File: src/rtl/message_streamer_pkg.sv
// Shared types and constants for the message streamer and its key generator.
package msg_stream_pkg;

  typedef enum logic [1:0] {
    IDLE  = 2'd0,
    FETCH = 2'd1,
    EMIT  = 2'd2,
    DONE  = 2'd3
  } state_e;

  localparam int          DEF_DATA_W   = 9;
  localparam int          DEF_ADDR_W   = 9;
  localparam int          DEF_NUM_MSG  = 4;
  localparam int          DEF_SLOT_LEN = 128;
  localparam logic [31:0] DEF_SEED     = 32'h0000_01A5;

  // Feedback mask for a maximal-length Fibonacci LFSR of width w
  // (bit i set means stage i+1 of the shift register feeds the XOR).
  function automatic logic [31:0] lfsr_taps(input int w);
    case (w)
      3:       return 32'h0000_0006;
      4:       return 32'h0000_000C;
      5:       return 32'h0000_0014;
      6:       return 32'h0000_0030;
      7:       return 32'h0000_0060;
      8:       return 32'h0000_00B8;
      9:       return 32'h0000_0110;
      10:      return 32'h0000_0240;
      11:      return 32'h0000_0500;
      12:      return 32'h0000_0829;
      13:      return 32'h0000_100D;
      14:      return 32'h0000_2015;
      15:      return 32'h0000_6000;
      16:      return 32'h0000_D008;
      default: return 32'h0000_0110;
    endcase
  endfunction

endpackage

File: src/rtl/message_streamer_if.sv
// ROM pointer/data pair and the outgoing valid/ready character stream.
interface message_streamer_if #(
  parameter int DATA_W = 9,
  parameter int ADDR_W = 9
);
  logic [ADDR_W-1:0] rom_addr;
  logic [DATA_W-1:0] rom_data;
  logic [DATA_W-1:0] out_data;
  logic              out_valid;
  logic              out_ready;

  modport master (
    output rom_addr, out_data, out_valid,
    input  rom_data, out_ready
  );

  modport slave (
    input  rom_addr, out_data, out_valid,
    output rom_data, out_ready
  );
endinterface

File: src/rtl/message_streamer_lfsr.sv
// Descrambling key generator: a maximal Fibonacci LFSR that is loaded with a
// seed at message start and advances once per accepted character.
module msg_lfsr
  import msg_stream_pkg::*;
#(
  parameter int W = 9
) (
  input  logic         clk,
  input  logic         rst_n,
  input  logic         load_i,
  input  logic         step_i,
  input  logic [W-1:0] seed_i,
  output logic [W-1:0] key_o
);
  localparam logic [31:0]  TAPS32 = lfsr_taps(W);
  localparam logic [W-1:0] TAPS   = TAPS32[W-1:0];

  logic [W-1:0] lfsr_q;

  // Load on start, otherwise shift in the tap parity on each step.
  always_ff @(posedge clk or negedge rst_n) begin
    if (!rst_n) begin
      lfsr_q <= '1;
    end else if (load_i) begin
      lfsr_q <= seed_i;
    end else if (step_i) begin
      lfsr_q <= {lfsr_q[W-2:0], ^(lfsr_q & TAPS)};
    end
  end

  assign key_o = lfsr_q;
endmodule

File: src/rtl/message_streamer.sv
// Streams one message slot from an external combinational ROM out a
// valid/ready character interface, stopping at the terminator word or at the
// end of the slot. Optional descrambling is enabled by MSG_DESCRAMBLE_EN.
module message_streamer
  import msg_stream_pkg::*;
#(
  parameter int                DATA_W   = DEF_DATA_W,
  parameter int                ADDR_W   = DEF_ADDR_W,
  parameter int                NUM_MSG  = DEF_NUM_MSG,
  parameter int                SLOT_LEN = DEF_SLOT_LEN,
  parameter logic [DATA_W-1:0] TERM     = '1,
  parameter logic [DATA_W-1:0] SEED     = DEF_SEED[DATA_W-1:0]
) (
  input  logic                                        clk,
  input  logic                                        rst_n,
  input  logic                                        start,
  input  logic [$clog2(NUM_MSG > 1 ? NUM_MSG : 2)-1:0] msg_sel,
  input  logic                                        abort,
  output logic                                        busy,
  output logic                                        done,
  output logic                                        overrun,
  message_streamer_if.master                          bus
);
  localparam int MSG_W = $clog2(NUM_MSG > 1 ? NUM_MSG : 2);
  localparam int OFF_W = $clog2(SLOT_LEN);
  localparam logic [OFF_W-1:0] OFF_LAST = OFF_W'(SLOT_LEN - 1);

  state_e            state_q, state_d;
  logic [ADDR_W-1:0] rom_addr_q;
  logic [OFF_W-1:0]  offset_q;
  logic [DATA_W-1:0] out_data_q;
  logic              out_valid_q;
  logic              overrun_q;

  logic              is_term;
  logic              handshake;
  logic              at_last;
  logic              accept_start;
  logic [ADDR_W-1:0] slot_base;
  logic [DATA_W-1:0] char_w;

  assign is_term      = (bus.rom_data == TERM);
  assign handshake    = out_valid_q & bus.out_ready;
  assign at_last      = (offset_q == OFF_LAST);
  assign accept_start = (state_q == IDLE) & start;

  // Slot base address; an out-of-range selector falls back to slot 0.
  always_comb begin
    slot_base = '0;
    if (32'(msg_sel) < NUM_MSG) begin
      slot_base = ADDR_W'(32'(msg_sel) * SLOT_LEN);
    end
  end

`ifdef MSG_DESCRAMBLE_EN
  logic [DATA_W-1:0] key;

  msg_lfsr #(.W(DATA_W)) u_lfsr (
    .clk    (clk),
    .rst_n  (rst_n),
    .load_i (accept_start),
    .step_i ((state_q == EMIT) & handshake & ~abort),
    .seed_i (SEED),
    .key_o  (key)
  );

  assign char_w = bus.rom_data ^ key;
`else
  assign char_w = bus.rom_data;
`endif

  // State register.
  always_ff @(posedge clk or negedge rst_n) begin
    if (!rst_n) state_q <= IDLE;
    else        state_q <= state_d;
  end

  // Next-state logic; abort wins over any handshake or terminator.
  always_comb begin
    state_d = state_q;
    case (state_q)
      IDLE:    if (start) state_d = FETCH;
      FETCH: begin
        if (abort)        state_d = IDLE;
        else if (is_term) state_d = DONE;
        else              state_d = EMIT;
      end
      EMIT: begin
        if (abort)          state_d = IDLE;
        else if (handshake) state_d = at_last ? DONE : FETCH;
      end
      DONE:    state_d = IDLE;
      default: state_d = IDLE;
    endcase
  end

  // Pointer, offset, output character and overrun flag.
  always_ff @(posedge clk or negedge rst_n) begin
    if (!rst_n) begin
      rom_addr_q  <= '0;
      offset_q    <= '0;
      out_data_q  <= '0;
      out_valid_q <= 1'b0;
      overrun_q   <= 1'b0;
    end else begin
      case (state_q)
        IDLE: begin
          if (start) begin
            rom_addr_q <= slot_base;
            offset_q   <= '0;
            overrun_q  <= 1'b0;
          end
        end
        FETCH: begin
          if (!abort && !is_term) begin
            out_data_q  <= char_w;
            out_valid_q <= 1'b1;
          end
        end
        EMIT: begin
          if (abort) begin
            out_valid_q <= 1'b0;
          end else if (handshake) begin
            out_valid_q <= 1'b0;
            if (at_last) begin
              overrun_q <= 1'b1;
            end else begin
              offset_q   <= offset_q + 1'b1;
              rom_addr_q <= rom_addr_q + 1'b1;
            end
          end
        end
        default: ;
      endcase
    end
  end

  // Status outputs decoded from the current state.
  always_comb begin
    busy = (state_q != IDLE);
    done = (state_q == DONE);
  end

  assign overrun       = overrun_q;
  assign bus.rom_addr  = rom_addr_q;
  assign bus.out_data  = out_data_q;
  assign bus.out_valid = out_valid_q;
endmodule

File: src/flat_wrapper.sv
// flat-port wrapper written by rule: the top's interface ports become plain ports
module message_streamer_flat import msg_stream_pkg::*;
#(
  parameter int                DATA_W   = DEF_DATA_W,
  parameter int                ADDR_W   = DEF_ADDR_W,
  parameter int                NUM_MSG  = DEF_NUM_MSG,
  parameter int                SLOT_LEN = DEF_SLOT_LEN,
  parameter logic [DATA_W-1:0] TERM     = '1,
  parameter logic [DATA_W-1:0] SEED     = DEF_SEED[DATA_W-1:0]
)
  (clk, rst_n, start, msg_sel, abort, busy, done, overrun, bus_rom_addr, bus_out_data, bus_out_valid, bus_rom_data, bus_out_ready);
  message_streamer_if #(.DATA_W(DATA_W), .ADDR_W(ADDR_W)) bus_i ();
  input  logic clk;
  input  logic rst_n;
  input  logic start;
  input  logic [$clog2(NUM_MSG > 1 ? NUM_MSG : 2)-1:0] msg_sel;
  input  logic abort;
  output logic busy;
  output logic done;
  output logic overrun;
  output wire logic [$bits(bus_i.rom_addr)-1:0] bus_rom_addr;
  output wire logic [$bits(bus_i.out_data)-1:0] bus_out_data;
  output wire logic [$bits(bus_i.out_valid)-1:0] bus_out_valid;
  input wire logic [$bits(bus_i.rom_data)-1:0] bus_rom_data;
  input wire logic [$bits(bus_i.out_ready)-1:0] bus_out_ready;
  assign bus_rom_addr = bus_i.rom_addr;
  assign bus_out_data = bus_i.out_data;
  assign bus_out_valid = bus_i.out_valid;
  assign bus_i.rom_data = bus_rom_data;
  assign bus_i.out_ready = bus_out_ready;
  message_streamer #(.DATA_W(DATA_W), .ADDR_W(ADDR_W), .NUM_MSG(NUM_MSG), .SLOT_LEN(SLOT_LEN), .TERM(TERM), .SEED(SEED)) u_core (.clk(clk), .rst_n(rst_n), .start(start), .msg_sel(msg_sel), .abort(abort), .busy(busy), .done(done), .overrun(overrun), .bus(bus_i));
endmodule
File: config.mk
export PLATFORM = sky130hd
export DESIGN_NAME = message_streamer_flat
export DESIGN_NICKNAME = d
export VERILOG_FILES = /design/src/rtl/message_streamer_pkg.sv /design/src/rtl/message_streamer_if.sv /design/src/rtl/message_streamer_lfsr.sv /design/src/rtl/message_streamer.sv /design/src/flat_wrapper.sv
export SDC_FILE = /design/constraint.sdc
export NUM_CORES = 1
export LEC_CHECK = 0
export ABC_AREA = 1
export BUFFER_PORTS_ARGS = -buffer_cell sky130_fd_sc_hd__buf_2
export CELL_PAD_IN_SITES_DETAIL_PLACEMENT = 1
export CELL_PAD_IN_SITES_GLOBAL_PLACEMENT = 2
export CORE_ASPECT_RATIO = 0.8
export CORE_UTILIZATION = 31
export CTS_BUF_LIST = sky130_fd_sc_hd__clkbuf_4
export CTS_CLUSTER_DIAMETER = 150
export DETAILED_ROUTE_END_ITERATION = 12
export HOLD_SLACK_MARGIN = 0.12
export PLACE_DENSITY_LB_ADDON = 0.15
export SLEW_MARGIN = 0
export SYNTH_ARGS = -nofsm -noshare
export SYNTH_HDL_FRONTEND = slang
export SYNTH_SLANG_ARGS = --single-unit
File: constraint.sdc
create_clock -name clk -period 1.65 [get_ports clk]
set_clock_uncertainty 0.05 [all_clocks]
set_input_delay 0.165 -clock clk [delete_from_list [all_inputs] [get_ports clk]]
set_output_delay 0.165 -clock clk [all_outputs]
set_load 0.02 [all_outputs]
==> results of run 1 <==
==> how the worst max path moves through the flow <==
stage / start / end / slack, ns / cells after the start
6_report: abort / u_core.bus.rom_addr[7]$_DFFE_PN0P_ / 0.16 / 7
2_1_floorplan: u_core.offset_q[0]$_DFFE_PN0P_ / u_core.bus.rom_addr[0]$_DFFE_PN0P_ / 0.24 / 8
5_1_grt: u_core.offset_q[1]$_DFFE_PN0P_ / u_core.bus.rom_addr[4]$_DFFE_PN0P_ / 0.05 / 7
3_3_place_gp: u_core.state_q[0]$_DFFE_PN0P_ / u_core.offset_q[0]$_DFFE_PN0P_ / 0.18 / 5
4_1_cts: abort / u_core.bus.rom_addr[4]$_DFFE_PN0P_ / 0.11 / 8
3_5_place_dp: u_core.offset_q[1]$_DFFE_PN0P_ / u_core.offset_q[0]$_DFFE_PN0P_ / 0.16 / 7
==> stage by stage <==
stage	cell area (sq um)	total power [mW]	hold WS (ns)
CTS	2130	2.75	0.121
floorplan	1660	1.94	-0.181
finish	2150	2.73	0.134
global route	2150	2.96	0.155
global placement	1940	2.27	0.158
detailed placement	1940	2.28	0.160
==> routing by layer <==
metal	GRT usage (%)	part of all wire [%]	up-vias	wire length (microns)
met5	0	0	-	0
met4	5.08	0.89	0	40
met3	3.79	2.7	5	122
met2	27.5	43	18	1910
met1	24.5	54	708	2420
li1	-	-	823	-
==> flip-flops by register name, indices dropped and copies added, names as in the netlist <==
signal                flops
u_core.bus.out_valid      1
u_core.overrun            1
u_core.state_q            2
u_core.bus.out_data       9
u_core.bus.rom_addr       9
u_core.offset_q           7
==> area by class of cell <==
class	count	area, sq um
Clock buffer	6	45.0
Clock inverter	2	10.0
Fill cell	643	2920
Inverter	23	88.8
Multi-Input combinational cell	161	807
Sequential cell	29	727
Tap cell	62	77.6
Timing Repair Buffer	60	393
==> kinds of logic after synthesis <==
kind of cell,after synthesis
simple gates,139
flops,29
buf+inv,27
compound gates,20
fa+ha+maj,2
==> power by group <==
group | switching (mW) | leakage [nW] | internal (mW)
logic | 0.859 | 0.675 | 0.416
clock network | 0.258 | 0.0354 | 0.179
registers | 0.129 | 0.380 | 0.888
total | 1.25 | 1.09 | 1.48
==> what timing repair did <==
| item | 4_1_cts | 5_1_grt |
|---|---|---|
| endpoints found under the hold margin | 40 | 1 |
| endpoints found under the setup margin | 0 | 9 |
| gates resized for setup | 0 | 2 |
| hold buffers | 13 | 1 |
==> cell usage after synthesis <==
master | number | area [sq um]
nand2_1 | 73 | 274
dfrtp_1 | 29 | 726
nand3_1 | 29 | 145
inv_1 | 21 | 78.8
nor2_1 | 20 | 75.1
o21ai_2 | 9 | 78.8
o21ai_0 | 5 | 25.0
nand3_2 | 4 | 40.0
a21oi_1 | 3 | 15.0
nor2_4 | 3 | 33.8
buf_6 | 2 | 22.5
ha_1 | 2 | 25.0
nand2_2 | 2 | 12.5
nand4_1 | 2 | 12.5
o21ai_1 | 2 | 10.0
or2_2 | 2 | 12.5
a21boi_0 | 1 | 7.51
buf_2 | 1 | 5.00
buf_8 | 1 | 15.0
inv_2 | 1 | 3.75
inv_4 | 1 | 6.26
nand2_4 | 1 | 11.3
nand3b_1 | 1 | 7.51
nor3_1 | 1 | 5.00
nor3b_1 | 1 | 7.51
==> worst max-delay path, cell delays in order <==
cell           delay, ns
dlygate4sd3_1       0.52
buf_2               0.16
a21oi_1             0.22
nand3_2             0.15
nor2_1              0.28
nand3_1             0.13
nand2_1             0.07
==> metrics.md, run 1 <==
| Metric | Value |
|---|---|
| Layout cell share with drive strength beyond 1 | 27.8% |
| Largest family of logic cells by synthesized area | simple AND/OR/NAND/NOR gates |
| Vias per cell | 4.53 |
| Initial Util | 32.7% |
| Slew Limit Fails | 0 |
| R2R setup slack | 0.20 ns |
| Ant. Diodes | 0 |
| Skew-Pair Late Insertion Delay | 0.33 ns |
| Worst vdd rail ir drop | 0.647 mV |
| Fin cells | 343 |
| CTS Sinks | 29 |
| Clock transition at path regs | 0.10 ns |
| Syn_nets | 235 |
| Outcome | finished, final reports clean |
| Die height | 67.4 microns |
| Syn avg cell area | 7.63 sq um |
| PnR worst setup slack | 0.157 ns |
| Core Rows | 23 |
| Critical path class | input port to register |
| Final Hold Viols | 0 |
| Final setup viols | 0 |
| Routed WL | 4.49 mm |
| GRT Residual Overflow | 0 |
| Slew @ Worst Pin | 0.405 ns |
| Worst Hold Path EP | u_core.overrun$_DFFE_PN0P_ |
| H-tree depth | 2 |
| Total CTS buffers | 5 |
| XOR/XNOR Fraction of Synth Area | 0% |
| I/O Buffers | 37 |
| Synth cell types | 25 |
| Largest net degree at the start of global routing | 30 |
| Min Tclk post-route | 1.49 ns |
| Setup WS pre-CTS | 0.162 ns |
| Postcts setup bufs | 0 |
| Via count | 1554 |
| Yosys synthesis warning count | 0 |
| R2R cell count | 8 |
| Die X | 83.7 microns |
| Layout Utilization | 42.4% |
| Initial antenna violation count | 0 |
| Largest fanout on the critical path | 5 |
| Critical path startpoint category | input port |
| Cell area after synthesis | 0.00166 sq mm |
| CTS max path bufs | 2 |
| Max-slew headroom | 73.0% |
| DRT antenna net count | 0 |
| Post-synthesis compound-gate area fraction | 8.24% |
| HP Start | start |
| Setup crit end kind | register |
| Leakage | 1.09 nW |
| Hold depth | 4 |
| Pre-antenna DRT Iters | 4 |
| Max cap viols | 0 |
| Post-synthesis adder-cell area fraction | 1.51% |
| Most frequent cells in the layout | nand2_1 (73), buf_2 (37), nand3_1 (29) |
| First-pass GRT wire length | 7.67 mm |
| Final nets | 298 |
| Total track usage | 17.6% |
| Clk root buf | clkbuf_4 |
| RR Endpoint | u_core.bus.rom_addr[7]$_DFFE_PN0P_ |
| PD cells | 1270 mW/mm^2 |
| Core Region | 0.00506 sq mm |
| Sequential cell area fraction in the yosys report | 43.8% |
| Placed cell count | 321 |
| Commonest non-fill, non-tap cell in the layout | nand2_1 |
| Final TNS setup | 0 ns |
| Syn Inst Count | 217 |
| Wire per inst | 13.1 microns |
| Crit path DAT | 1.71 ns |
| Simple-Gate Fraction of Synth Area | 38.5% |
| CTS tree | yes |
| RSZ-0062 raised after global routing | no |
| Die area | 0.00564 sq mm |
| Mux cell area share after synthesis | 0% |
| Detailed router's first-iteration violation count | 64 |
| Area delta synth->final | 29.8% |
| FF-to-FF Start | u_core.offset_q[0]$_DFFE_PN0P_ |
| DR DRC count | 0 |
| Peak Freq | 0.670 GHz |
| Fin crit share | 90.5% |
| Hold WC Path Type | input port to register |
| Vias in the first global route | 1569 |
| Required time worst endpoint | 1.86 ns |
| Final GP Congestion | 0.728 |
| Flops & latches, synth | 29 |
| DPL Wire Length | 3.30 mm |
| IO Count | 38 |
(Power assumes the default switching activity.)
==> inputs of run 2 (changes only) <==
Settings changed: ABC_AREA 1 to unset, CORE_UTILIZATION 31 to 34.
==> run 2 against run 1 <==
Compared with the run above:
- global-route usage up 1.5 points
- count of clock-buffer cells in the layout fell by 1
- non-clock buffer count is 3 higher
- clock power rose by 31%
- power down 17%
- die area is 17% lower
- cell count is 22% lower
- critical path depth unchanged
- critical path type unchanged
- largest power group is now sequential cells
==> metrics.md, run 2 <==
| Metric | Value |
|---|---|
| Leakage | 1.03 nW (was 1.09 nW) |
| Max cap viols | 0 (unchanged) |
| CTS Sinks | 29 (unchanged) |
| Met3 GRT Util | 4.15% (was 3.79%) |
| Syn Inst Count | 144 (was 217) |
| First-pass GRT wire length | 6.52 mm (was 7.67 mm) |
| Synth cell types | 40 (was 25) |
| I/O Buffers | 37 (unchanged) |
| Initial antenna violation count | 0 (unchanged) |
| Final nets | 228 (was 298) |
| Ant. Diodes | 0 (unchanged) |
| Placed cell count | 244 (was 321) |
| Grt met2 use | 30.0% (was 27.5%) |
| RSZ-0062 raised after global routing | yes (was no) |
| Overall power | 2.28 mW (was 2.73 mW) |
| Fin cells | 267 (was 343) |
| Clk root buf | clkbuf_4 (unchanged) |
| CTS max path bufs | 2 (unchanged) |
| Critical path class | input port to register (unchanged) |
| Yosys synthesis warning count | 0 (unchanged) |
| GRT Residual Overflow | 0 (unchanged) |
| Vias per cell | 5.16 (was 4.53) |
| Final setup viols | 0 (unchanged) |
| Largest net degree at the start of global routing | 30 (unchanged) |
| Syn avg cell area | 10.4 sq um (was 7.63 sq um) |
| IO Count | 38 (unchanged) |
| Hold WC Path Type | input port to register (unchanged) |
| Yosys top cell by area | dfrtp_1 (unchanged) |
| Peak Freq | 0.625 GHz (was 0.670 GHz) |
| Clock transition at path regs | 0.09 ns (was 0.10 ns) |
| Via count | 1379 (was 1554) |
| Slew Limit Fails | 0 (unchanged) |
| Asr flop ratio synth | 100% (unchanged) |
| Syn_nets | 162 (was 235) |
| Crit path DAT | 1.76 ns (was 1.71 ns) |
| Worst vdd rail ir drop | 0.541 mV (was 0.647 mV) |
| Core Rows | 21 (was 23) |
| Area share of the largest cell type after synthesis | 48.3% (was 43.8%) |
| Pre-antenna DRT Iters | 4 (unchanged) |
| Total track usage | 19.0% (was 17.6%) |
| Commonest non-fill, non-tap cell in the layout | buf_2 (was nand2_1) |
| Detailed router's first-iteration violation count | 86 (was 64) |
| Routed WL | 4.28 mm (was 4.49 mm) |
| H-tree depth | 2 (unchanged) |
| Skew-Pair Late Insertion Delay | 0.34 ns (was 0.33 ns) |
| Busiest grt layer | met2 (unchanged) |
| Min Tclk post-route | 1.60 ns (was 1.49 ns) |
| Die area | 0.00469 sq mm (was 0.00564 sq mm) |
| Top post-synthesis cells by area | dfrtp_1 (48%), mux2_4 (7.0%), a31oi_1 (5.0%) (was dfrtp_1 (44%), nand2_1 (17%), nand3_1 (8.8%)) |
| Setup crit end kind | register (unchanged) |
| Slew @ Worst Pin | 0.661 ns (was 0.405 ns) |
| Max-slew headroom | 55.9% (was 73.0%) |
| CTS tree | yes (unchanged) |
| Largest fanout on the critical path | 9 (was 5) |
| Die height | 61.5 microns (was 67.4 microns) |
| Required time worst endpoint | 1.81 ns (was 1.86 ns) |
| Most frequent cells after synthesis | dfrtp_1 (29), a31oi_1 (12), nand2_1 (11) (was nand2_1 (73), dfrtp_1 (29), nand3_1 (29)) |
| Met1 Use GR | 25.4% (was 24.5%) |
| Outcome | finished, final reports clean (unchanged) |
| Sequential cell area fraction in the yosys report | 48.3% (was 43.8%) |
| # fillers | 493 (was 643) |
| FF+latch area | 726 sq um (was 727 sq um) |
| Layout cell share with drive strength beyond 1 | 39.0% (was 27.8%) |
| Total CTS buffers | 5 (unchanged) |
| DPL Wire Length | 2.98 mm (was 3.30 mm) |
| Wire per inst | 16.0 microns (was 13.1 microns) |
| Final Hold Viols | 0 (unchanged) |
| Final GP Congestion | 0.790 (was 0.728) |
| Most frequent cell after synthesis | dfrtp_1 (was nand2_1) |
| Hold depth | 4 (unchanged) |
| Area delta synth->final | 39.3% (was 29.8%) |
| R2R cell count | 6 (was 8) |
| Vias in the first global route | 1291 (was 1569) |
| Initial Util | 35.7% (was 32.7%) |
| EDFF count, synth | 0 (unchanged) |
| Core Region | 0.00420 sq mm (was 0.00506 sq mm) |
| Flops & latches, synth | 29 (unchanged) |
| Multi-input gate area | 772 sq um (was 807 sq um) |
| Critical path startpoint category | input port (unchanged) |
| Cell area after synthesis | 0.00150 sq mm (was 0.00166 sq mm) |
| Most frequent cells in the layout | buf_2 (37), dfrtp_1 (29), dlygate4sd3_1 (13) (was nand2_1 (73), buf_2 (37), nand3_1 (29)) |
| Fin crit share | 97.0% (was 90.5%) |
| Die X | 76.3 microns (was 83.7 microns) |
| PD cells | 1090 mW/mm^2 (was 1270 mW/mm^2) |
| DR DRC count | 0 (unchanged) |
| Most used flip-flop cell after synthesis | dfrtp_1 (unchanged) |
| DRT antenna net count | 0 (unchanged) |
-- run 2: cell count changes in the layout (fill, tap and decap cells not counted), sizes merged, moves of 8 or more --
cell | previous run | this run
nor2 | 23 | 9
nand2 | 76 | 11
inv | 23 | 7
nand3 | 33 | 4
a31oi | 0 | 12
o21ai | 16 | 8
-- run 2: logic make-up (layout without fill, tap and decap cells) --
| family | after synthesis | count (layout) | synth area share [%] |
|---|---|---|---|
| muxes | 10 | 10 | 8.99 |
| AOI/OAI and AO/OA | 44 | 44 | 19.6 |
| buffers and inverters | 12 | 77 | 4.00 |
| adders and majority gates | 2 | 2 | 1.67 |
| and+or+nand+nor | 47 | 48 | 17.5 |
| DFF | 29 | 29 | 48.3 |
-- run 2: area by class of cell --
| type | count | area share (%) |
|---|---|---|
| Timing Repair Buffer | 63 | 20.3 |
| Clock inverter | 2 | 1.67 |
| Inverter | 7 | 1.26 |
| Multi-Input combinational cell | 104 | 36.9 |
| Sequential cell | 29 | 34.7 |
| Tap cell | 57 | 3.41 |
| Clock buffer | 5 | 1.79 |
-- run 2: final timing paths --
kind,slack [ns],start,end
min,0.15,start,u_core.offset_q[6]$_DFFE_PN0P_
max in group asynchronous,0.75,rst_n,u_core.bus.rom_addr[2]$_DFFE_PN0P_
min reg2reg,0.46,u_core.overrun$_DFFE_PN0P_,u_core.overrun$_DFFE_PN0P_
max,0.05,abort,u_core.bus.rom_addr[2]$_DFFE_PN0P_
min in group asynchronous,0.36,rst_n,u_core.offset_q[5]$_DFFE_PN0P_
max reg2reg,0.07,u_core.offset_q[1]$_DFFE_PN0P_,u_core.bus.rom_addr[4]$_DFFE_PN0P_
-- run 2: per-stage QoR --
step	cell area [sq um]	setup WS, ns	util (%)	TNS, ns	hold slack [ns]
after floorplan	1500	0.100	-	0	-0.181
after global placement	1820	0.0890	43.3	0	0.190
after detailed placement	1820	-0.0101	43.3	-0.0101	0.197
after CTS	2030	0.0213	48.2	0	0.128
after global routing	2090	-0.0173	49.8	-0.0214	0.167
final	2090	0.0491	49.8	0	0.145
-- run 2: worst max-delay path, stage by stage --
cell and delay, ns:
dlygate4sd3_1 0.53, buf_2 0.15, nand4b_1 0.24, a21o_2 0.27
a21oi_2 0.16, buf_12 0.15, o221ai_1 0.10
-- run 2: metal layers --
metal	part of all wire (%)	vias to the layer above
met4	1.6	0
met1	46	687
li1	-	663
met5	0	-
met2	49	23
met3	2.9	6
-- run 2: where the power goes --
part           internal [mW]  total (mW)  switching (mW)
logic                  0.347       0.762           0.415
clock network          0.308       0.571           0.262
registers              0.846       0.945          0.0988
-- run 2: timing repair --
action | CTS | global route
endpoints found under the hold margin | 41 | 0
gates resized for setup | 1 | 9
pin swaps | 0 | 0
endpoints found under the setup margin | 4 | 21
gates cloned | 0 | 1
buffers inserted | 0 | 2
hold buffers | 13 | 0
==> inputs of run 3 (changes only) <==
--- a/config.mk
+++ b/config.mk
@@ -7,3 +7,2 @@
 export LEC_CHECK = 0
-export BUFFER_PORTS_ARGS = -buffer_cell sky130_fd_sc_hd__buf_2
 export CELL_PAD_IN_SITES_DETAIL_PLACEMENT = 1
@@ -11,3 +10,3 @@
 export CORE_ASPECT_RATIO = 0.8
-export CORE_UTILIZATION = 34
+export CORE_UTILIZATION = 40
 export CTS_BUF_LIST = sky130_fd_sc_hd__clkbuf_4
@@ -15,2 +14,3 @@
 export DETAILED_ROUTE_END_ITERATION = 12
+export DONT_BUFFER_PORTS = 1
 export HOLD_SLACK_MARGIN = 0.12
==> constraint.sdc (replaced) <==
create_clock -name clk -period 1.65 [get_ports clk]
set_clock_uncertainty 0.05 [all_clocks]
set_input_delay 0.0825 -clock clk [delete_from_list [all_inputs] [get_ports clk]]
set_output_delay 0.0825 -clock clk [all_outputs]
set_load 0.02 [all_outputs]
==> run 3 against run 2 <==
Compared with the run above:
- the run now ends with DRC left
- flip-flop and latch count is the same
- worst hold slack lost 0.021 ns
- power shrank 5.6%
- setup slack gained 0.015 ns
- non-clock buffer count shrank 24
- sequential share of layout area grew 2.4 points
- critical path depth shrank 3
- via count shrank 3.6%
- critical endpoint is now u_core.bus.out_data[1]$_DFFE_PN0P_
==> metrics.md, run 3 (synthesis results as in run 2) <==
| Metric | Value |
|---|---|
| Outcome | finished with violations (was finished, final reports clean) |
| Failing checks | DRC |
| Core Region | 0.00352 sq mm (was 0.00420 sq mm) |
| P_sw | 0.730 mW (was 0.776 mW) |
| Crit path DAT | 1.75 ns (was 1.76 ns) |
| Slew @ Worst Pin | 0.306 ns (was 0.661 ns) |
| PnR worst setup slack | 0.0639 ns (was 0.0491 ns) |
| First-pass GRT wire length | 6.42 mm (was 6.52 mm) |
| CTS tree | yes (unchanged) |
| Final Hold Viols | 0 (unchanged) |
| Vias in the first global route | 1345 (was 1291) |
| Layout Utilization | 55.7% (was 49.8%) |
| Wire per inst | 17.7 microns (was 16.0 microns) |
| Reg power frac | 51.0% (was 41.5%) |
| Fin crit share | 96.1% (was 97.0%) |
| Setup WS pre-CTS | 0.0134 ns (was -0.0101 ns) |
| Via count | 1329 (was 1379) |
| Critical path's slowest cell | dfrtp_1 (was dlygate4sd3_1) |
| Pre-antenna DRT Iters | 8 (was 4) |
| Setup crit end kind | register (unchanged) |
| Final TNS setup | 0 ns (unchanged) |
| CP Cell Sequence | nand2b_1 > or2_4 > nand2b_4 > mux2_4 (was dlygate4sd3_1 > buf_2 > nand4b_1 > a21o_2 > a21oi_2 > buf_12 > o221ai_1) |
| Required time worst endpoint | 1.81 ns (about the same) |
| Largest net degree at the start of global routing | 30 (unchanged) |
| Peak Freq | 0.630 GHz (was 0.625 GHz) |
| Ant. Diodes | 0 (unchanged) |
| Core Rows | 19 (was 21) |
| Initial antenna violation count | 0 (unchanged) |
| Area delta synth->final | 30.3% (was 39.3%) |
| Max cap viols | 0 (unchanged) |
| Largest stage delay, worst path | 0.44 ns (was 0.53 ns) |
| Die area | 0.00401 sq mm (was 0.00469 sq mm) |
| Routed WL | 4.02 mm (was 4.28 mm) |
| Die X | 70.5 microns (was 76.3 microns) |
| DRT antenna net count | 0 (unchanged) |
| Min Tclk post-route | 1.59 ns (was 1.60 ns) |
| Comb pwr share | 22.9% (was 33.5%) |
| Placed cell count | 201 (was 244) |
| DPL Wire Length | 2.66 mm (was 2.98 mm) |
| # fillers | 393 (was 493) |
| Commonest non-fill, non-tap cell in the layout | dfrtp_1 (was buf_2) |
| CTS max path bufs | 2 (unchanged) |
| DR DRC count | 8 (was 0) |
| IO Count | 38 (unchanged) |
| Worst vdd rail ir drop | 0.703 mV (was 0.541 mV) |
| Slew Limit Fails | 0 (unchanged) |
| Vias per cell | 5.85 (was 5.16) |
| Most frequent cells in the layout | dfrtp_1 (29), buf_4 (22), dlygate4sd3_1 (15) (was buf_2 (37), dfrtp_1 (29), dlygate4sd3_1 (13)) |
| Detailed router's first-iteration violation count | 112 (was 86) |
| Critical path class | register to register (was input port to register) |
| Initial Util | 42.7% (was 35.7%) |
| Clock transition at path regs | 0.09 ns (about the same) |
| Worst Path Buf+Inv | 0 (was 3) |
| GRT Residual Overflow | 0 (unchanged) |
| Switching Share | 34.0% (was 34.1%) |
| Total track usage | 21.1% (was 19.0%) |
| Final nets | 203 (was 228) |
| Int Pwr | 1.42 mW (was 1.50 mW) |
| Max-slew headroom | 79.6% (was 55.9%) |
| Critical path startpoint category | register (was input port) |
| Final setup viols | 0 (unchanged) |
| Crit path max-delay family | simple AND/OR/NAND/NOR gates (was buffers and inverters) |
| Die height | 56.8 microns (was 61.5 microns) |
| Overall power | 2.15 mW (was 2.28 mW) |
| I/O Buffers | 0 (was 37) |
| Clk root buf | clkbuf_4 (unchanged) |
| Clk pwr share | 26.1% (was 25.1%) |
| Total CTS buffers | 5 (unchanged) |
| Layout cell share with drive strength beyond 1 | 27.0% (was 39.0%) |
| Skew-Pair Late Insertion Delay | 0.33 ns (was 0.34 ns) |
| PD cells | 1100 mW/mm^2 (was 1090 mW/mm^2) |
| H-tree depth | 2 (unchanged) |
| CTS Sinks | 29 (unchanged) |
| Leakage | 0.920 nW (was 1.03 nW) |
| Hold WC Path Type | input port to register (unchanged) |
| Largest fanout on the critical path | 9 (unchanged) |
| Fin cells | 227 (was 267) |
| Final GP Congestion | 0.822 (was 0.790) |
## run 3: cell count changes in the layout (fill, tap and decap cells not counted), moves of 2 or more
cell / delta
dlygate4sd3_1: +2
a31oi_2: -2
buf_4: +10
buf_2: -37
a31oi_1: +2
## run 3: path summary, 6_finish.rpt
check                                          startpoint                            endpoint  slack [ns]  cells after the start
max                         u_core.state_q[1]$_DFFE_PN0P_  u_core.bus.out_data[1]$_DFFE_PN0P_        0.06                      4
min                                       bus_rom_data[5]       u_core.state_q[0]$_DFFE_PN0P_        0.12                      3
max reg2reg                 u_core.state_q[1]$_DFFE_PN0P_  u_core.bus.out_data[1]$_DFFE_PN0P_        0.06                      4
min reg2reg                u_core.offset_q[3]$_DFFE_PN0P_      u_core.offset_q[3]$_DFFE_PN0P_        0.53                      1
max in group asynchronous                           rst_n      u_core.offset_q[2]$_DFFE_PN0P_        1.22                      2
min in group asynchronous                           rst_n  u_core.bus.rom_addr[3]$_DFFE_PN0P_        0.15                      2
## run 3: cell type report
type	instances	area (sq um)	share of cell area [%]
inverter	7	26.3	1.34
timing repair buffer	39	347	17.7
multi-input combinational	103	734	37.5
sequential	29	726	37.1
clock inverter	2	35.0	1.79
tap	42	52.6	2.68
clock buffer	5	37.5	1.92
## run 3: tightest hold or removal path: cells and delay by family
| kind | cells | cell delay, ns |
|---|---|---|
| AO/OA/AOI/OAI | 1 | 0.11 |
| AND/OR/NAND/NOR | 2 | 0.27 |
## run 3: power by group through the flow
stage	logic, mW	clock network, mW	registers [mW]
floorplan	0.299	0	1.10
global placement	0.417	0	1.10
detailed placement	0.426	0	1.11
CTS	0.481	0.573	1.10
global route	0.538	0.602	1.12
finish	0.492	0.561	1.10
## run 3: layer usage
layer | wire [microns] | track usage (%)
met5 | 0 | 0
met4 | 44 | 7.29
met3 | 180 | 6.10
met2 | 1910 | 33.4
met1 | 1890 | 27.5
## run 3: through the flow
stage / instance area (sq um) / hold WS (ns)
floorplan: 1500 / -0.263
global placement: 1670 / -0.262
detailed placement: 1670 / -0.262
CTS: 1920 / 0.124
global route: 1960 / 0.134
finish: 1960 / 0.125
## run 3: timing repair
item | in CTS | in global routing
endpoints found under the setup margin | 1 | 4
buffers inserted | 1 | 2
resized for setup | 1 | 4
pin swaps | 0 | 2
hold buffers | 16 | 0
hold endpoints to repair | 48 | 0
